<file path="src/rtl/rv_ctrl_pkg.sv">
// Shared constants for the RV32I multi-cycle control unit: ALU codes,
// opcodes, FSM state encoding, mux select encodings and the ALU op decode.
package rv_ctrl_pkg;

  // ALU operation codes driven on Upr_ALU
  localparam logic [4:0] ALU_ADD  = 5'b00000;
  localparam logic [4:0] ALU_SUB  = 5'b01000;
  localparam logic [4:0] ALU_SLL  = 5'b00001;
  localparam logic [4:0] ALU_SLTS = 5'b00010;
  localparam logic [4:0] ALU_SLTU = 5'b00011;
  localparam logic [4:0] ALU_XOR  = 5'b00100;
  localparam logic [4:0] ALU_SRL  = 5'b00101;
  localparam logic [4:0] ALU_SRA  = 5'b01101;
  localparam logic [4:0] ALU_OR   = 5'b00110;
  localparam logic [4:0] ALU_AND  = 5'b00111;
  localparam logic [4:0] ALU_EQ   = 5'b11000;
  localparam logic [4:0] ALU_NE   = 5'b11001;
  localparam logic [4:0] ALU_LTS  = 5'b11100;
  localparam logic [4:0] ALU_GES  = 5'b11101;
  localparam logic [4:0] ALU_LTU  = 5'b11110;
  localparam logic [4:0] ALU_GEU  = 5'b11111;

  // RV32I major opcodes
  localparam logic [6:0] OPC_OP     = 7'b0110011;
  localparam logic [6:0] OPC_OP_IMM = 7'b0010011;
  localparam logic [6:0] OPC_LOAD   = 7'b0000011;
  localparam logic [6:0] OPC_STORE  = 7'b0100011;
  localparam logic [6:0] OPC_BRANCH = 7'b1100011;
  localparam logic [6:0] OPC_LUI    = 7'b0110111;
  localparam logic [6:0] OPC_AUIPC  = 7'b0010111;
  localparam logic [6:0] OPC_JAL    = 7'b1101111;
  localparam logic [6:0] OPC_JALR   = 7'b1100111;

  // Control FSM states
  typedef enum logic [2:0] {
    ST_START  = 3'd0,
    ST_FETCH  = 3'd1,
    ST_DECODE = 3'd2,
    ST_EXEC   = 3'd3,
    ST_MEM    = 3'd4,
    ST_WB     = 3'd5,
    ST_TRAP   = 3'd6
  } state_t;

  // Mux select encodings
  localparam logic       ADDR_PC   = 1'b0;
  localparam logic       ADDR_ALU  = 1'b1;
  localparam logic [1:0] A_RS1     = 2'd0;
  localparam logic [1:0] A_PC      = 2'd1;
  localparam logic [1:0] A_ZERO    = 2'd2;
  localparam logic [1:0] B_RS2     = 2'd0;
  localparam logic [1:0] B_IMM     = 2'd1;
  localparam logic [1:0] B_FOUR    = 2'd2;
  localparam logic [1:0] WB_ALU    = 2'd0;
  localparam logic [1:0] WB_MEM    = 2'd1;
  localparam logic [1:0] WB_PC4    = 2'd2;
  localparam logic [1:0] PC_PLUS4  = 2'd0;
  localparam logic [1:0] PC_IMM    = 2'd1;
  localparam logic [1:0] PC_ALU    = 2'd2;
  localparam logic [2:0] SIZE_WORD = 3'b010;

  // ALU operation for an instruction word; non-ALU classes compute an address/sum
  function automatic logic [4:0] alu_op(input logic [31:0] ir);
    logic [4:0] op;
    op = ALU_ADD;
    case (ir[6:0])
      OPC_OP:     op = {1'b0, ir[30], ir[14:12]};
      OPC_OP_IMM: op = {1'b0, (ir[14:12] == 3'b101) ? ir[30] : 1'b0, ir[14:12]};
      OPC_BRANCH: op = {2'b11, ir[14:12]};
      default:    op = ALU_ADD;
    endcase
    return op;
  endfunction

endpackage

</file>
<file path="src/rtl/multicycle_ctrl_if.sv">
// Memory request bus between the control unit (master) and memory (slave).
// Handshake: the master raises mem_req with mem_we/mem_size/addr_sel stable and
// holds all of them until it samples mem_ready=1 on a rising edge; that edge
// completes the transfer. mem_ready is meaningless while mem_req=0.
interface multicycle_ctrl_if;
  logic        mem_req;
  logic        mem_we;
  logic [2:0]  mem_size;
  logic        addr_sel;
  logic [31:0] mem_rdata;
  logic        mem_ready;

  modport master (
    output mem_req, mem_we, mem_size, addr_sel,
    input  mem_rdata, mem_ready
  );

  modport slave (
    input  mem_req, mem_we, mem_size, addr_sel,
    output mem_rdata, mem_ready
  );
endinterface

</file>
<file path="src/rtl/multicycle_ctrl_imm_gen.sv">
// Immediate generator: instruction register to sign-extended 32-bit immediate.
module imm_gen
  import rv_ctrl_pkg::*;
(
  input  logic [31:0] ir,
  output logic [31:0] imm
);

  // Pick the immediate format from the opcode; I-format is the fallback
  always_comb begin
    imm = {{20{ir[31]}}, ir[31:20]};
    case (ir[6:0])
      OPC_STORE:            imm = {{20{ir[31]}}, ir[31:25], ir[11:7]};
      OPC_BRANCH:           imm = {{19{ir[31]}}, ir[31], ir[7], ir[30:25], ir[11:8], 1'b0};
      OPC_LUI, OPC_AUIPC:   imm = {ir[31:12], 12'b0};
      OPC_JAL:              imm = {{11{ir[31]}}, ir[31], ir[19:12], ir[20], ir[30:21], 1'b0};
      default:              imm = {{20{ir[31]}}, ir[31:20]};
    endcase
  end

endmodule

</file>
<file path="src/rtl/multicycle_ctrl.sv">
// Multi-cycle RV32I control unit: fetch into IR, decode, then sequence the
// datapath through EXEC/MEM/WB. Only state, IR and the illegal flag are
// registered; every strobe is combinational from state plus IR, so an
// asynchronous reset drops them immediately.
module multicycle_ctrl
  import rv_ctrl_pkg::*;
(
  input  logic                clk,
  input  logic                rst_n,
  multicycle_ctrl_if.master   mem,
  input  logic                C,
  output logic [4:0]          Upr_ALU,
  output logic [1:0]          a_sel,
  output logic [1:0]          b_sel,
  output logic [4:0]          rs1,
  output logic [4:0]          rs2,
  output logic [4:0]          rd,
  output logic [31:0]         imm,
  output logic                rf_we,
  output logic [1:0]          wb_sel,
  output logic                pc_we,
  output logic [1:0]          pc_src,
  output logic                illegal,
  output state_t              dbg_state
);

  state_t      state, next_state;
  logic [31:0] ir;
  logic [6:0]  opcode;
  logic [2:0]  funct3;
  logic        is_load, is_store, is_branch, is_jump, legal;

  assign opcode    = ir[6:0];
  assign funct3    = ir[14:12];
  assign rs1       = ir[19:15];
  assign rs2       = ir[24:20];
  assign rd        = ir[11:7];
  assign is_load   = (opcode == OPC_LOAD);
  assign is_store  = (opcode == OPC_STORE);
  assign is_branch = (opcode == OPC_BRANCH);
  assign is_jump   = (opcode == OPC_JAL) || (opcode == OPC_JALR);
  assign Upr_ALU   = alu_op(ir);
  assign dbg_state = state;

  imm_gen u_imm_gen (
    .ir  (ir),
    .imm (imm)
  );

  // Legality: known opcode, R-type funct7 of 0/0x20, no branch funct3 010/011
  always_comb begin
    legal = 1'b0;
    case (opcode)
      OPC_OP:     legal = (ir[31:25] == 7'b0000000) || (ir[31:25] == 7'b0100000);
      OPC_BRANCH: legal = (funct3 != 3'b010) && (funct3 != 3'b011);
      OPC_OP_IMM, OPC_LOAD, OPC_STORE, OPC_LUI,
      OPC_AUIPC, OPC_JAL, OPC_JALR: legal = 1'b1;
      default:    legal = 1'b0;
    endcase
  end

  // ALU operand selection from the instruction class
  always_comb begin
    a_sel = A_RS1;
    b_sel = B_RS2;
    case (opcode)
      OPC_OP_IMM, OPC_LOAD, OPC_STORE, OPC_JALR: b_sel = B_IMM;
      OPC_LUI:   begin a_sel = A_ZERO; b_sel = B_IMM; end
      OPC_AUIPC,
      OPC_JAL:   begin a_sel = A_PC;   b_sel = B_IMM; end
      default:   ;
    endcase
  end

  // FSM state register
  always_ff @(posedge clk or negedge rst_n) begin
    if (!rst_n) state <= ST_START;
    else        state <= next_state;
  end

  // Instruction register loads only when a fetch completes; illegal is sticky
  always_ff @(posedge clk or negedge rst_n) begin
    if (!rst_n) begin
      ir      <= '0;
      illegal <= 1'b0;
    end else begin
      if (state == ST_FETCH && mem.mem_ready) ir <= mem.mem_rdata;
      if (state == ST_DECODE && !legal)       illegal <= 1'b1;
    end
  end

  // Next-state and strobe decode
  always_comb begin
    next_state   = state;
    mem.mem_req  = 1'b0;
    mem.mem_we   = 1'b0;
    mem.mem_size = SIZE_WORD;
    mem.addr_sel = ADDR_PC;
    rf_we        = 1'b0;
    wb_sel       = WB_ALU;
    pc_we        = 1'b0;
    pc_src       = PC_PLUS4;
    unique case (state)
      ST_START:  next_state = ST_FETCH;
      ST_FETCH: begin
        mem.mem_req = 1'b1;
        if (mem.mem_ready) next_state = ST_DECODE;
      end
      ST_DECODE: next_state = legal ? ST_EXEC : ST_TRAP;
      ST_EXEC: begin
        if (is_branch) begin
          pc_we      = 1'b1;
          pc_src     = C ? PC_IMM : PC_PLUS4;
          next_state = ST_FETCH;
        end else if (is_load || is_store) begin
          next_state = ST_MEM;
        end else begin
          next_state = ST_WB;
        end
      end
      ST_MEM: begin
        mem.mem_req  = 1'b1;
        mem.addr_sel = ADDR_ALU;
        mem.mem_we   = is_store;
        mem.mem_size = funct3;
        if (mem.mem_ready) begin
          if (is_store) begin
            pc_we      = 1'b1;
            next_state = ST_FETCH;
          end else begin
            next_state = ST_WB;
          end
        end
      end
      ST_WB: begin
        rf_we      = 1'b1;
        pc_we      = 1'b1;
        next_state = ST_FETCH;
        if (is_load) begin
          wb_sel = WB_MEM;
        end else if (is_jump) begin
          wb_sel = WB_PC4;
          pc_src = PC_ALU;
        end
      end
      ST_TRAP:   next_state = ST_TRAP;
      default:   next_state = ST_START;
    endcase
  end

endmodule
</file>
<file path="src/flat_wrapper.sv">
// flat-port wrapper written by rule: the top's interface ports become plain ports
module multicycle_ctrl_flat import rv_ctrl_pkg::*;
  (clk, rst_n, C, Upr_ALU, a_sel, b_sel, rs1, rs2, rd, imm, rf_we, wb_sel, pc_we, pc_src, illegal, dbg_state, mem_mem_req, mem_mem_we, mem_mem_size, mem_addr_sel, mem_mem_rdata, mem_mem_ready);
  multicycle_ctrl_if mem_i ();
  input  logic clk;
  input  logic rst_n;
  input  logic C;
  output logic [4:0] Upr_ALU;
  output logic [1:0] a_sel;
  output logic [1:0] b_sel;
  output logic [4:0] rs1;
  output logic [4:0] rs2;
  output logic [4:0] rd;
  output logic [31:0] imm;
  output logic rf_we;
  output logic [1:0] wb_sel;
  output logic pc_we;
  output logic [1:0] pc_src;
  output logic illegal;
  output state_t dbg_state;
  output wire logic [$bits(mem_i.mem_req)-1:0] mem_mem_req;
  output wire logic [$bits(mem_i.mem_we)-1:0] mem_mem_we;
  output wire logic [$bits(mem_i.mem_size)-1:0] mem_mem_size;
  output wire logic [$bits(mem_i.addr_sel)-1:0] mem_addr_sel;
  input wire logic [$bits(mem_i.mem_rdata)-1:0] mem_mem_rdata;
  input wire logic [$bits(mem_i.mem_ready)-1:0] mem_mem_ready;
  assign mem_mem_req = mem_i.mem_req;
  assign mem_mem_we = mem_i.mem_we;
  assign mem_mem_size = mem_i.mem_size;
  assign mem_addr_sel = mem_i.addr_sel;
  assign mem_i.mem_rdata = mem_mem_rdata;
  assign mem_i.mem_ready = mem_mem_ready;
  multicycle_ctrl u_core (.clk(clk), .rst_n(rst_n), .mem(mem_i), .C(C), .Upr_ALU(Upr_ALU), .a_sel(a_sel), .b_sel(b_sel), .rs1(rs1), .rs2(rs2), .rd(rd), .imm(imm), .rf_we(rf_we), .wb_sel(wb_sel), .pc_we(pc_we), .pc_src(pc_src), .illegal(illegal), .dbg_state(dbg_state));
endmodule
</file>
<file path="config.mk">
export PLATFORM = sky130hd
export DESIGN_NAME = multicycle_ctrl_flat
export DESIGN_NICKNAME = d
export VERILOG_FILES = /design/src/rtl/rv_ctrl_pkg.sv /design/src/rtl/multicycle_ctrl_if.sv /design/src/rtl/multicycle_ctrl_imm_gen.sv /design/src/rtl/multicycle_ctrl.sv /design/src/flat_wrapper.sv
export SDC_FILE = /design/constraint.sdc
export NUM_CORES = 1
export LEC_CHECK = 0
export ABC_AREA = 1
export BUFFER_PORTS_ARGS = -buffer_cell sky130_fd_sc_hd__buf_2
export CORE_ASPECT_RATIO = 1.5
export CORE_MARGIN = 5
export CORE_UTILIZATION = 50
export CTS_CLUSTER_SIZE = 8
export DETAILED_ROUTE_END_ITERATION = 8
export PLACE_DENSITY = 0.93
export SYNTH_ARGS = -nofsm -noshare
export SYNTH_HDL_FRONTEND = slang
export SYNTH_SLANG_ARGS = --single-unit
</file>
<file path="constraint.sdc">
create_clock -name clk -period 3.35 [get_ports clk]
set_input_delay 0.335 -clock clk [delete_from_list [all_inputs] [get_ports clk]]
set_output_delay 0.335 -clock clk [all_outputs]
set_load 0.05 [all_outputs]
</file>
After elaboration in Yosys (flattened, before gate mapping)
Index checks and enable logic that the tools add are counted.

Bits in registers: 36. Input port bits: 36.

Equal/unequal tests: 21. Mux-type cells: 29. Reduce and logical (&&, ||, !) cells: 15.

Operators with widths (number): one-hot mux 31 bit (4 select lines) (1); equality test 7 x 6 -> 1 bit (second input constant) (4); equality test 7 bit (second input constant) (3); 2-to-1 mux 3 bit (6); one-hot mux 3 bit (6 select lines) (1); one-hot mux 5 bit (3 select lines) (1); equality test 7 x 5 -> 1 bit (second input constant) (2); equality test 3 bit (second input constant) (4); 2-to-1 mux 1 bit (11); 2-to-1 mux 2 bit (5); one-hot mux 2 bit (2 select lines) (2); OR reduction 2 bit (4); equality test 7 x 2 -> 1 bit (second input constant) (1); logical NOT 7 bit (1); OR reduction 7 bit (1); equality test 3 x 2 -> 1 bit (second input constant) (2); != test 3 x 2 -> 1 bit (second input constant) (2); one-hot mux 1 bit (3 select lines) (2); != test 2 bit (second input constant) (2); equality test 3 x 1 -> 1 bit (second input constant) (1); logical AND 1 bit (3); logical NOT 3 bit (1); logical OR 1 bit (3); AND reduction 2 bit (1); logical NOT 1 bit (1).

Logic depth before layout (Yosys ltp)
Gate-level depths: netlist (run 1).

Word-level depth: 5. Gate-level depth with buffers: 12. Depth with buffers taken out: 12.

Modules after synthesis
From an unflattened synthesis (run 1), not the netlist that was laid out.

Cells, all modules: 307. Area, all modules: 2522.4 um^2.

Modules (own cells, without submodules): multicycle_ctrl (times used 1, cells each 198, area each 1911.8 um^2, seq. area each 900.9 um^2); imm_gen (times used 1, cells each 109, area each 610.6 um^2, seq. area each 0.0 um^2).

Least setup slack after synthesis (run 1)
OpenSTA, ideal clock, no wires.

Kind: reg-to-output. Start point: register u_core.state[2] (netlist: u_core.dbg_state[2]). End point: output pc_we. Data arrival time: 3.031 ns. Slack: -0.016 ns. Stages on the path, launching flop included: 7. Buffers on the path: 0. Path through: dfrtp_1 nand2_1 nor2_1 inv_1 nor2_1 nand2_1 nand3_1.

Word-level cells in the longest chain between the ends: 2. Elaborated cells on any way between the ends: 4. Those cells by class: eq/ne (3); mux (1).

RTL lines: start: declaration (line multicycle_ctrl.sv:27) `state_t state, next_state;`; start signal: assignment (line multicycle_ctrl.sv:78) `else state <= next_state;`; equality test 3 bit or equality test 3 x 2 -> 1 bit (tied branches) (line multicycle_ctrl.sv:103) `unique case (state)`; one-hot mux 1 bit (3 select lines) * (line multicycle_ctrl.sv:103); end: declaration (line flat_wrapper.sv:17) `output logic pc_we;`.

Every way passes the cells marked *; elsewhere a longest branch is shown, timed or not.

Worst setup path after layout (run 1)
Start point: register u_core.ir[6]. End point: output imm[30].

Word-level cells in the longest chain between the ends: 3. Elaborated cells on any way between the ends: 7. Those cells by class: eq/ne (5); mux (1); reduce/logical (1).

RTL lines: start: declaration (line multicycle_ctrl.sv:28) `logic [31:0] ir;`; start signal: assignment (line multicycle_ctrl.sv:87) `if (state == ST_FETCH && mem.mem_ready) ir <= mem.mem_rdata;`; equality test 7 x 6 -> 1 bit or equality test 7 x 5 -> 1 bit (tied branches) (line multicycle_ctrl_imm_gen.sv:12) `case (ir[6:0])`; OR reduction 2 bit (line multicycle_ctrl_imm_gen.sv:12); one-hot mux 31 bit (4 select lines) * (line multicycle_ctrl_imm_gen.sv:12); end: declaration (line flat_wrapper.sv:14) `output logic [31:0] imm;`.

Marked as above.

==> results of run 1 <==
-- power by group through the flow --
stage | logic, mW | clock network (mW) | registers, mW
3_5_place_dp | 0.0324 | 0 | 0.443
2_1_floorplan | 0.00430 | 0 | 0.443
4_1_cts | 0.0326 | 0.426 | 0.434
3_3_place_gp | 0.0313 | 0 | 0.443
5_1_grt | 0.0367 | 0.445 | 0.434
6_report | 0.0317 | 0.414 | 0.434
-- how the worst min path moves through the flow --
stage	from	to	cells after the start
5_1_grt	rst_n	u_core.ir[7]$_DFFE_PN0P_	1
6_report	rst_n	u_core.ir[22]$_DFFE_PN0P_	1
3_3_place_gp	u_core.illegal$_DFFE_PN0P_	u_core.illegal$_DFFE_PN0P_	1
4_1_cts	rst_n	u_core.ir[8]$_DFFE_PN0P_	1
2_1_floorplan	rst_n	u_core.dbg_state[0]$_DFFE_PN0P_	0
3_5_place_dp	u_core.illegal$_DFFE_PN0P_	u_core.illegal$_DFFE_PN0P_	1
-- stage by stage --
step / setup WS, ns / hold slack [ns] / area (um2) / power (mW) / util
after floorplan: 0.0943 / 0.0394 / 2190 / 0.447 / -
after global placement: 1.14 / 0.444 / 2610 / 0.474 / 0.614
after detailed placement: 1.08 / 0.457 / 2610 / 0.475 / 0.614
after CTS: 0.759 / 0.159 / 2730 / 0.893 / 0.644
after global routing: 0.608 / 0.215 / 2730 / 0.916 / 0.644
final: 0.734 / 0.133 / 2730 / 0.880 / 0.644
-- routing by layer --
| metal | GRT usage | vias up |
|---|---|---|
| met5 | 0 | - |
| met4 | 0.0849 | 0 |
| met3 | 0.0593 | 15 |
| met2 | 0.380 | 78 |
| met1 | 0.239 | 1014 |
| li1 | - | 1068 |
-- flip-flops by register name, summed over array words and instances, names as in the netlist --
signal,cells
u_core.ir,32
u_core.dbg_state,3
u_core.illegal,1
-- cell families (layout without fill, tap and decap cells) --
| group | count (synthesis) | after routing | share of synthesized area |
|---|---|---|---|
| simple gates | 122 | 122 | 0.243 |
| other cells | 1 | 1 | 0.00172 |
| buf+inv | 61 | 150 | 0.140 |
| mux | 12 | 12 | 0.0618 |
| compound gates | 55 | 55 | 0.141 |
| flops | 36 | 36 | 0.412 |
-- worst reg2reg max path, stage by stage (launching register included) --
cell                      delay, ns
sky130_fd_sc_hd__dfrtp_1       0.40
sky130_fd_sc_hd__inv_1         0.12
sky130_fd_sc_hd__nor2_1        0.06
sky130_fd_sc_hd__nand2_1       0.09
sky130_fd_sc_hd__inv_2         0.06
sky130_fd_sc_hd__nand2_4       0.41
sky130_fd_sc_hd__mux2_2        0.42
-- cell type report --
class	instances	area, um2	area share
clock buffers	7	96.3	0.0353
clock inverters	1	30.0	0.0110
inverters	36	135	0.0495
multi-input cells	190	982	0.359
flip-flops and latches	36	901	0.330
well taps	46	57.6	0.0211
repair buffers	106	531	0.194
-- cell usage in the layout (no fill, tap or decap) --
master                      count
sky130_fd_sc_hd__nand2_4        2
sky130_fd_sc_hd__o221ai_1       1
sky130_fd_sc_hd__a21oi_1       21
sky130_fd_sc_hd__o21ai_1       10
sky130_fd_sc_hd__or2_1          1
sky130_fd_sc_hd__conb_1         1
sky130_fd_sc_hd__bufinv_16      1
sky130_fd_sc_hd__inv_2          7
sky130_fd_sc_hd__o211ai_1       1
sky130_fd_sc_hd__o311ai_0       1
sky130_fd_sc_hd__nor2_1        52
sky130_fd_sc_hd__a211oi_1       2
sky130_fd_sc_hd__nand2_1       47
sky130_fd_sc_hd__o21ai_0       17
sky130_fd_sc_hd__or2_2          1
sky130_fd_sc_hd__inv_1         29
sky130_fd_sc_hd__nand3_2        2
sky130_fd_sc_hd__buf_2        106
sky130_fd_sc_hd__nand4_1        1
sky130_fd_sc_hd__nor2_4         2
sky130_fd_sc_hd__a21oi_4        1
sky130_fd_sc_hd__nor2_2         4
sky130_fd_sc_hd__mux2_1         2
sky130_fd_sc_hd__dfrtp_1       36
sky130_fd_sc_hd__clkbuf_8       7
sky130_fd_sc_hd__nand2_2        3
sky130_fd_sc_hd__mux2_2        10
sky130_fd_sc_hd__a31oi_2        1
sky130_fd_sc_hd__nor3_1         1
sky130_fd_sc_hd__nand3_1        6
==> out/qor.log, run 1 <==
INFO  yosys          seq_area_frac_synth=0.412
INFO  final_layout   post_synthesis_to_final_layout_area_growth=25.0%
INFO  die            die-area=5820um2
INFO  route          route.detailed.wl_per_inst=14.5um
INFO  worst_setup_path worst-endpoint-required=3.01ns
INFO  yosys          synth_cell_types=30
INFO  final_layout   layout.nets=411
INFO  yosys          syn_area=2190um2
INFO  worst_setup_path regToRegStartpoint=u_core.dbg_state[0]$_DFFE_PN0P_
INFO  grt            grt_pass1_vias=2257
INFO  placement      dp.cells=414
INFO  sta            tightest_slew=0.804ns
INFO  pwr            power_density=322nW/um2
INFO  final_layout   share_of_cells_above_drive_strength_1=0.391
INFO  route          postRouteAntennaNets=0
INFO  worst_setup_path crit_start=u_core.ir[6]$_DFFE_PN0P_
INFO  worst_setup_path worstRegToRegCells=6
INFO  worst_setup_path cp.depth=7
INFO  pwr            seqPwrFrac=0.493
INFO  sta            grt_setup_unrepaired=false
INFO  outcome        outcome=finished, final reports clean
INFO  yosys          syn_inst=287
INFO  route          drt-initial-drc-count=69
INFO  sta            finalClockSkew=0.00674ns
INFO  route          maxUsedRoutingLayer=met4
INFO  pwr            leakage=1.64nW
INFO  worst_setup_path crit_path_cell_trace=inv_2 -> nand3_1 -> a21oi_4 -> inv_2 -> nand2_1 -> o21ai_0 -> buf_2
INFO  route          detailedRoute.firstPassIterationCount=4
INFO  worst_setup_path worst_setup_path_start_kind=register
INFO  final_layout   layoutNonFillerInstCount=422
INFO  placement      dp_hpwl=4.78mm
INFO  worst_setup_path timing.reg2reg.setup_slack=1.67ns
INFO  placement      finalWeightedCongestion=0.810
INFO  cts            worst_skew_pair.late_latency=0.29ns
INFO  cts            clock_tree.buffer_depth=2
INFO  sta            hold_violations=0
INFO  die            floorplan.initialDensity=0.515
INFO  sta            slew_viol_final=0
INFO  die            floorplan.rows=29
INFO  worst_setup_path crit_path_end_kind=output pin
INFO  worst_setup_path path_delay_family=buffers and inverters
INFO  pwr            p_int=711uW
INFO  grt            antenna_found_initial=0
INFO  cts            tritoncts_num_sinks=36
INFO  die            fp.dieH=91.0um
INFO  grt            global_route.overflow_total=0
INFO  route          wl_met2=3.32mm
INFO  yosys          postSynthRegisterBits=36
INFO  worst_setup_path path_class=register to output pin
INFO  pwr            clock_power_share=0.471
INFO  sta            period_minus_slack=2.62ns
INFO  worst_setup_path critical-path-top-cell-by-count=sky130_fd_sc_hd__inv_2
INFO  worst_setup_path timing.critical_path.arrival=2.28ns
INFO  pwr            power_switching=169uW
INFO  yosys          synth_top_area_frac=0.412
INFO  worst_setup_path cpMaxStageDelayCell=sky130_fd_sc_hd__a21oi_4
INFO  cts            cts_tree=done
INFO  pwr            combinationalPowerShare=0.036
INFO  cts            ctsHoldBuffers=0
INFO  yosys          synth_most_common_cell=sky130_fd_sc_hd__nor2_1
INFO  route          finalWirelength=6.12mm
INFO  sta            setup_viol=0
INFO  sta            fin_crit_sh=0.781
INFO  route          drc=0
INFO  yosys          synth-edff-count=0
INFO  sta            setup-tns-final=0ns
INFO  min_path       min_path_type=primary input to async pin
INFO  worst_setup_path endpoint=imm[30]
INFO  yosys          yosysWarnings=0
INFO  yosys          yosys-top-cells-area=sky130_fd_sc_hd__dfrtp_1 (41%), sky130_fd_sc_hd__nor2_1 (9.1%), sky130_fd_sc_hd__nand2_1 (8.1%)
INFO  worst_setup_path crit_buf_inv=3
INFO  die            core_outline_area=4250um2
INFO  grt            grt_pass1_wl=10.2mm
INFO  final_layout   filler_cell_count=401
INFO  sta            relSlewSlack=0.464
INFO  grt            pin_count_of_the_biggest_net_entering_global_routing=54
INFO  worst_setup_path regToRegEndpoint=u_core.ir[1]$_DFFE_PN0P_
INFO  yosys          synth_top_area_cell=sky130_fd_sc_hd__dfrtp_1
INFO  grt            grt_usage=0.215
INFO  route          wl_met3=424um
INFO  run            drv.max_cap_violation_count=0
INFO  die            floorplan.io_pins=108
INFO  route          routedLengthMet1=2.24mm
INFO  yosys          synth_flop_cell=sky130_fd_sc_hd__dfrtp_1
INFO  cts            ctsHtreeMaxLevel=2
INFO  placement      portBuffers=106
INFO  yosys          synth.cells.most_frequent=sky130_fd_sc_hd__nor2_1 (53), sky130_fd_sc_hd__nand2_1 (47), sky130_fd_sc_hd__dfrtp_1 (36)
INFO  final_layout   num_antenna_cells=0
INFO  sta            maximum_frequency_from_static_timing_analysis=0.382GHz
INFO  route          drt-vias-per-instance=5.15
INFO  pwr            maximum_vdd_drop=300uV
INFO  cts            clk_pin_slew=0.07ns
INFO  yosys          synthesis.nets=323
INFO  die            floorplan.die.width=64.0um
INFO  route          dr_total_vias=2175
INFO  yosys          async_flop_share=1.00
INFO  worst_setup_path crit_path_max_fanout=14
INFO  cts            post-cts-setup-buffers=0
INFO  pwr            sw_share=0.192
INFO  yosys          synthesis.area_per_instance=7.62um2
INFO  worst_setup_path timing.critical_path.slowest_cell_delay=0.42ns
INFO  cts            cts_root_buf=sky130_fd_sc_hd__clkbuf_8
INFO  cts            cts_resized=0
INFO  cts            clock_buffer_count_from_cts=5
Note: power is estimated with default switching activity, not from simulation.
==> run 2: changes to the inputs <==
CORE_UTILIZATION = 42   (was 50)
PLACE_DENSITY = 0.84   (was 0.93)
clock period = 2.2 ns   (was 3.35 ns; I/O delays follow)
==> run 2 against run 1 <==
Critical path type unchanged. Design area rose by 5.4%. Highest routed layer unchanged. Die area increased by 16%. Global-route usage fell by 1.7 points. Total power grew 36%. Non-clock buffer count increased by 4. Utilization shrank 7.7 points. Critical path depth grew 1. Worst hold slack got worse by 0.10 ns. Count of clock-buffer cells in the layout is 1 lower. Via count up 2.2%. Clock skew shrank 0.0036 ns. Flip-flop and latch count unchanged.
==> out/qor.log, run 2 (synthesis gave the netlist of run 1 again) <==
INFO  outcome        outcome=finished, final reports clean
INFO  final_layout   filler_cell_count=495
INFO  pwr            seqPwrFrac=0.551
INFO  route          wl_met3=407um
INFO  sta            slew_viol_final=0
INFO  sta            setup_viol=0
INFO  cts            clk_pin_slew=0.07ns
INFO  die            floorplan.rows=32
INFO  sta            finalClockSkew=0.00314ns
INFO  final_layout   layout.cells.most_common_list=sky130_fd_sc_hd__buf_2 (97), sky130_fd_sc_hd__nor2_1 (45), sky130_fd_sc_hd__nand2_1 (44), sky130_fd_sc_hd__dfrtp_1 (35), sky130_fd_sc_hd__inv_1 (29)
INFO  route          drt-initial-drc-count=132
INFO  pwr            p_int=933uW
INFO  grt            grt_pass1_vias=2314
INFO  sta            fin_ws=0.0829ns
INFO  route          wl_met2=3.26mm
INFO  sta            maximum_frequency_from_static_timing_analysis=0.472GHz
INFO  final_layout   area_used_by_sequential_logic_in_the_layout=902um2
INFO  sta            period_minus_slack=2.12ns
INFO  die            fp.dieH=98.4um
INFO  sta            grt_setup_unrepaired=true
INFO  route          routedLengthMet1=2.49mm
INFO  placement      portBuffers=106
INFO  sta            hold_violations=0
INFO  grt            pin_count_of_the_biggest_net_entering_global_routing=40
INFO  route          postRouteAntennaNets=0
INFO  cts            ctsHtreeMaxLevel=2
INFO  pwr            leakage=1.67nW
INFO  cts            clock_buffer_count_from_cts=5
INFO  die            floorplan.die.width=68.9um
INFO  cts            cts_tree=done
INFO  route          finalWirelength=6.36mm
INFO  final_layout   max_flop_register=u_core.ir
INFO  die            die-area=6780um2
INFO  pwr            sw_share=0.223
INFO  worst_setup_path crit_path_max_fanout=9
INFO  final_layout   post_synthesis_to_final_layout_area_growth=31.8%
INFO  die            floorplan.io_pins=108
INFO  grt            global_route.overflow_total=0
INFO  route          detailedRoute.firstPassIterationCount=4
INFO  grt            antenna_found_initial=0
INFO  cts            tritoncts_num_sinks=36
INFO  final_layout   num_antenna_cells=0
INFO  pwr            clock_power_share=0.409
INFO  worst_setup_path path_class=register to output pin
INFO  placement      dp_hpwl=4.87mm
INFO  min_path       min_path_type=primary input to async pin
INFO  cts            worst_skew_pair.late_latency=0.28ns
INFO  cts            clock_tree.buffer_depth=2
INFO  die            core_outline_area=5080um2
INFO  worst_setup_path timing.critical_path.arrival=1.90ns
INFO  sta            tightest_slew=0.827ns
INFO  pwr            combinationalPowerShare=0.041
INFO  route          dr_total_vias=2223
INFO  route          drc=0
INFO  final_layout   layout.cells.most_common=sky130_fd_sc_hd__buf_2
INFO  run            drv.max_cap_violation_count=0
INFO  placement      pre_cts_slack=0.259ns
INFO  final_layout   flip_flop_count_of_the_largest_register_after_layout=32
INFO  final_layout   share_of_cells_above_drive_strength_1=0.437
INFO  die            floorplan.initialDensity=0.430
INFO  placement      finalWeightedCongestion=0.865
INFO  cts            cts_root_buf=sky130_fd_sc_hd__clkbuf_8
INFO  grt            grt_pass1_wl=10.5mm
INFO  route          route.detailed.wl_per_inst=14.2um
INFO  worst_setup_path worst_setup_path_start_kind=register
INFO  sta            relSlewSlack=0.449
INFO  pwr            power_density=417nW/um2
INFO  route          maxUsedRoutingLayer=met4
INFO  sta            fin_crit_sh=0.962
INFO  worst_setup_path worst-endpoint-required=1.98ns
INFO  pwr            power_switching=268uW
INFO  final_layout   layoutNonFillerInstCount=448
INFO  grt            grt_usage=0.198
INFO  route          drt-vias-per-instance=4.96
INFO  placement      dp.cells=439
INFO  final_layout   layout.nets=415
INFO  worst_setup_path crit_path_end_kind=output pin
INFO  final_layout   multi_input_area=1080um2
INFO  pwr            maximum_vdd_drop=329uV
INFO  cts            ctsHoldBuffers=0
-- run 2: power by group through the flow --
stage	combinational, mW	clock, mW	sequential (mW)
floorplan	0.00672	0	0.674
global placement	0.0490	0	0.674
detailed placement	0.0501	0	0.674
CTS	0.0503	0.501	0.661
global route	0.0559	0.534	0.661
finish	0.0489	0.491	0.661
-- run 2: what timing repair did --
action,in CTS,in global routing
gates resized for setup,3,18
endpoints found under the setup margin,12,29
setup buffers,0,1
pin swaps,0,0
-- run 2: final timing paths --
| check | start | endpoint | slack, ns | depth (start not counted) |
|---|---|---|---|---|
| max in group asynchronous | rst_n | u_core.dbg_state[2]$_DFFE_PN0P_ | 1.61 | 1 |
| worst max-delay path | u_core.ir[4]$_DFFE_PN0P_ | imm[0] | 0.08 | 8 |
| worst max register to register | u_core.dbg_state[0]$_DFFE_PN0P_ | u_core.ir[26]$_DFFE_PN0P_ | 0.50 | 8 |
| worst min register to register | u_core.illegal$_DFFE_PN0P_ | u_core.illegal$_DFFE_PN0P_ | 0.46 | 1 |
| worst min-delay path | rst_n | u_core.dbg_state[0]$_DFFE_PN0P_ | 0.03 | 1 |
| min in group clk | mem_mem_rdata[19] | u_core.ir[19]$_DFFE_PN0P_ | 0.14 | 2 |
-- run 2: stage by stage --
| step | area, um2 | hold WS (ns) | setup TNS [ns] | power [mW] | util |
|---|---|---|---|---|---|
| after floorplan | 2250 | -0.0756 | -0.375 | 0.681 | - |
| after global placement | 2720 | 0.355 | 0 | 0.723 | 0.534 |
| after global routing | 2880 | 0.0901 | -0.0199 | 1.25 | 0.567 |
| final | 2880 | 0.0282 | 0 | 1.20 | 0.567 |
| after CTS | 2820 | 0.0580 | 0 | 1.21 | 0.555 |
| after detailed placement | 2720 | 0.369 | 0 | 0.724 | 0.534 |
-- run 2: cell type report --
class                      count  share of cell area
clock inverter                 2             0.00347
sequential                    36               0.313
timing repair buffer         110               0.204
inverter                      36              0.0478
clock buffer                   6              0.0287
tap                           68              0.0295
multi-input combinational    190               0.374
-- run 2: metal layers --
metal | vias up | global-route usage
li1 | 1075 | -
met1 | 1033 | 0.243
met2 | 99 | 0.337
met3 | 16 | 0.0345
met4 | 0 | 0.0736
met5 | - | 0
-- run 2: worst max-delay path: stages, from the launching register on --
cell and delay, ns:
sky130_fd_sc_hd__dfrtp_1 0.40, sky130_fd_sc_hd__buf_4 0.15, sky130_fd_sc_hd__nand3_1 0.13, sky130_fd_sc_hd__a21oi_4 0.09, sky130_fd_sc_hd__buf_4 0.18, sky130_fd_sc_hd__nor2_4 0.15, sky130_fd_sc_hd__nand4_1 0.10, sky130_fd_sc_hd__o21ai_0 0.12
sky130_fd_sc_hd__clkbuf_4 0.29
==> run 3: changes to the inputs <==
ABC_AREA = not set   (was 1)
CORE_UTILIZATION = 47   (was 42)
PLACE_DENSITY = 0.88   (was 0.84)
clock period = 2.3 ns   (was 2.2 ns; I/O delays follow)
==> run 3 against run 2 <==
Utilization is 3.4 points higher. Synthesized cell count is 24% lower. Largest power group unchanged. Combinational power is 6.1% lower. Design area is 1.4% lower. Sequential share of layout area is 0.44 points higher. Clock skew is 0.00050 ns lower. Sequential power is 4.2% lower. Highest routed layer unchanged.
==> out/qor.log, run 3 <==
INFO  yosys          synthesis.nets=255
INFO  grt            grt_pass1_wl=9.22mm
INFO  final_layout   flip_flop_count_of_the_largest_register_after_layout=32
INFO  final_layout   layout.nets=347
INFO  final_layout   area_used_by_sequential_logic_in_the_layout=902um2
INFO  worst_setup_path worst-endpoint-required=2.07ns
INFO  grt            pin_count_of_the_biggest_net_entering_global_routing=37
INFO  yosys          synthesis.area_per_instance=10.3um2
INFO  yosys          syn_inst=219
INFO  die            die-area=6310um2
INFO  route          drc=0
INFO  grt            grt_pass1_vias=1960
INFO  die            floorplan.io_pins=108
INFO  pwr            maximum_vdd_drop=377uV
INFO  sta            hold_violations=0
INFO  grt            antenna_found_initial=0
INFO  route          route.detailed.wl_per_inst=15.6um
INFO  run            drv.max_cap_violation_count=0
INFO  yosys          synth_flop_cell=sky130_fd_sc_hd__dfrtp_1
INFO  pwr            leakage=1.70nW
INFO  placement      finalWeightedCongestion=0.869
INFO  yosys          synth-edff-count=0
INFO  die            floorplan.initialDensity=0.477
INFO  sta            fin_crit_sh=0.959
INFO  route          finalWirelength=5.87mm
INFO  cts            clk_pin_slew=0.07ns
INFO  final_layout   layout.cell_area.non_filler=2840um2
INFO  final_layout   layout.cells.most_common=sky130_fd_sc_hd__buf_2
INFO  sta            relSlewSlack=0.447
INFO  cts            worst_skew_pair.late_latency=0.28ns
INFO  route          dr_total_vias=1960
INFO  yosys          async_flop_share=1.00
INFO  final_layout   max_flop_register=u_core.ir
INFO  cts            cts_root_buf=sky130_fd_sc_hd__clkbuf_8
INFO  cts            ctsHtreeMaxLevel=2
INFO  die            floorplan.die.width=66.6um
INFO  yosys          postSynthRegisterBits=36
INFO  placement      postPlaceCellArea=2740um2
INFO  final_layout   layoutNonFillerInstCount=377
INFO  cts            clock_buffer_count_from_cts=5
INFO  yosys          synth_cell_types=49
INFO  route          detailedRoute.firstPassIterationCount=4
INFO  worst_setup_path path_class=register to output pin
INFO  worst_setup_path crit_path_end_kind=output pin
INFO  yosys          synth_top_area_cell=sky130_fd_sc_hd__dfrtp_1
INFO  placement      portBuffers=106
INFO  route          postRouteAntennaNets=0
INFO  yosys          seq_area_frac_synth=0.399
INFO  worst_setup_path crit_path_max_fanout=9
INFO  final_layout   post_synthesis_to_final_layout_area_growth=26.0%
INFO  route          drt-initial-drc-count=125
INFO  cts            clock_tree.buffer_depth=2
INFO  final_layout   num_antenna_cells=0
INFO  placement      dp_hpwl=4.51mm
INFO  outcome        outcome=finished, final reports clean
INFO  sta            tightest_slew=0.830ns
INFO  yosys          synth.cells.most_frequent=sky130_fd_sc_hd__dfrtp_1 (36), sky130_fd_sc_hd__mux2_2 (29), sky130_fd_sc_hd__nand2_1 (22)
INFO  die            floorplan.rows=31
INFO  sta            maximum_frequency_from_static_timing_analysis=0.454GHz
INFO  sta            finalClockSkew=0.00263ns
INFO  placement      pre_cts_slack=0.234ns
INFO  pwr            power_density=387nW/um2
INFO  sta            fin_ws=0.0951ns
INFO  min_path       min_path_type=primary input to async pin
INFO  cts            cts_tree=done
INFO  final_layout   share_of_cells_above_drive_strength_1=0.534
INFO  yosys          synth_top_area_frac=0.399
INFO  worst_setup_path timing.critical_path.arrival=1.97ns
INFO  sta            period_minus_slack=2.20ns
INFO  final_layout   multi_input_area=1150um2
INFO  cts            tritoncts_num_sinks=36
INFO  yosys          yosysWarnings=0
INFO  sta            setup_viol=0
INFO  yosys          syn_area=2260um2
INFO  final_layout   filler_cell_count=444
INFO  grt            grt_usage=0.191
INFO  sta            slew_viol_final=0
INFO  route          drt-vias-per-instance=5.20
INFO  placement      dp.cells=369
INFO  worst_setup_path worst_setup_path_start_kind=register
INFO  final_layout   layout.cells.most_common_list=sky130_fd_sc_hd__buf_2 (102), sky130_fd_sc_hd__dfrtp_1 (35), sky130_fd_sc_hd__mux2_2 (29), sky130_fd_sc_hd__nand2_1 (22), sky130_fd_sc_hd__a21o_1 (13)
INFO  die            fp.dieH=94.9um
INFO  yosys          synth_most_common_cell=sky130_fd_sc_hd__dfrtp_1
INFO  grt            global_route.overflow_total=0
INFO  die            core_outline_area=4730um2
INFO  yosys          yosys-top-cells-area=sky130_fd_sc_hd__dfrtp_1 (40%), sky130_fd_sc_hd__mux2_2 (14%), sky130_fd_sc_hd__buf_4 (6.3%)
[run 3: cell count changes after synthesis, moves of 5 or more]
cell                       before  now
sky130_fd_sc_hd__a21oi_1       21    3
sky130_fd_sc_hd__a21o_1         0   13
sky130_fd_sc_hd__nand2b_1       0    5
sky130_fd_sc_hd__inv_2          7    0
sky130_fd_sc_hd__mux2_2        10   29
sky130_fd_sc_hd__a22o_1         0    5
sky130_fd_sc_hd__and2_1         0    5
sky130_fd_sc_hd__nor3_1         1    7
sky130_fd_sc_hd__nor2_1        53    7
sky130_fd_sc_hd__nor2b_1        0   10
sky130_fd_sc_hd__nand2_1       47   22
sky130_fd_sc_hd__o21ai_1       10    1
sky130_fd_sc_hd__inv_1         29    5
sky130_fd_sc_hd__o21ai_0       17    3
[run 3: cells by family after synthesis]
logic type,share of synthesized area
AND/OR/NAND/NOR,0.206
AO/OA/AOI/OAI,0.140
flip-flops,0.399
buffers and inverters,0.104
multiplexers,0.150
other,0.00166
[run 3: area by class of cell]
cell class                      count  area share
Inverter                            5     0.00661
Clock buffer                        6      0.0255
Sequential cell                    36       0.317
Timing Repair Buffer              115       0.214
Clock inverter                      1     0.00176
Tap cell                           66      0.0291
Multi-Input combinational cell    148       0.406
[run 3: final timing paths]
path,start,end,slack [ns],cells past startpoint
min in group clk,mem_mem_rdata[7],u_core.ir[7]$_DFFE_PN0P_,0.15,3
setup reg to reg,u_core.dbg_state[0]$_DFFE_PN0P_,u_core.ir[28]$_DFFE_PN0P_,0.55,4
max in group asynchronous,rst_n,u_core.ir[4]$_DFFE_PN0P_,1.68,1
hold / removal,rst_n,u_core.ir[8]$_DFFE_PN0P_,0.04,1
hold reg to reg,u_core.illegal$_DFFE_PN0P_,u_core.illegal$_DFFE_PN0P_,0.47,2
setup / recovery,u_core.ir[3]$_DFFE_PN0P_,pc_we,0.1,5
[run 3: report_power, final]
part	switching [mW]	total, mW	internal, mW
Clock	0.214	0.420	0.206
Sequential	0	0.633	0.633
Combinational	0.0249	0.0459	0.0210
Total	0.239	1.10	0.860
[run 3: metrics by stage]
step,hold WS (ns),TNS (ns),power [mW],util
4_1_cts,0.0647,0,1.11,0.595
2_1_floorplan,-0.0656,-0.443,0.652,-
5_1_grt,0.105,-0.0273,1.14,0.600
3_5_place_dp,0.377,0,0.692,0.579
6_report,0.0443,0,1.10,0.600
3_3_place_gp,0.355,0,0.690,0.579
[run 3: critical path: stages (launching register included)]
cell and delay [ns]:
sky130_fd_sc_hd__dfrtp_1 0.47, sky130_fd_sc_hd__nand4bb_1 0.27, sky130_fd_sc_hd__or3_4 0.40, sky130_fd_sc_hd__nor2_1 0.12, sky130_fd_sc_hd__a32o_1 0.17, sky130_fd_sc_hd__buf_2 0.26
[run 3: routing by layer]
layer / track usage / vias to the layer above / share of wire
met4: 0.0932 / 0 / 0.031
met3: 0.0357 / 14 / 0.055
li1: - / 941 / -
met5: 0 / - / 0
met2: 0.336 / 75 / 0.53
met1: 0.218 / 930 / 0.38
[run 3: repair_timing]
action	CTS	global route
setup endpoints to repair	6	25
gates resized for setup	1	6
buffers inserted	0	1
hold buffers	0	0
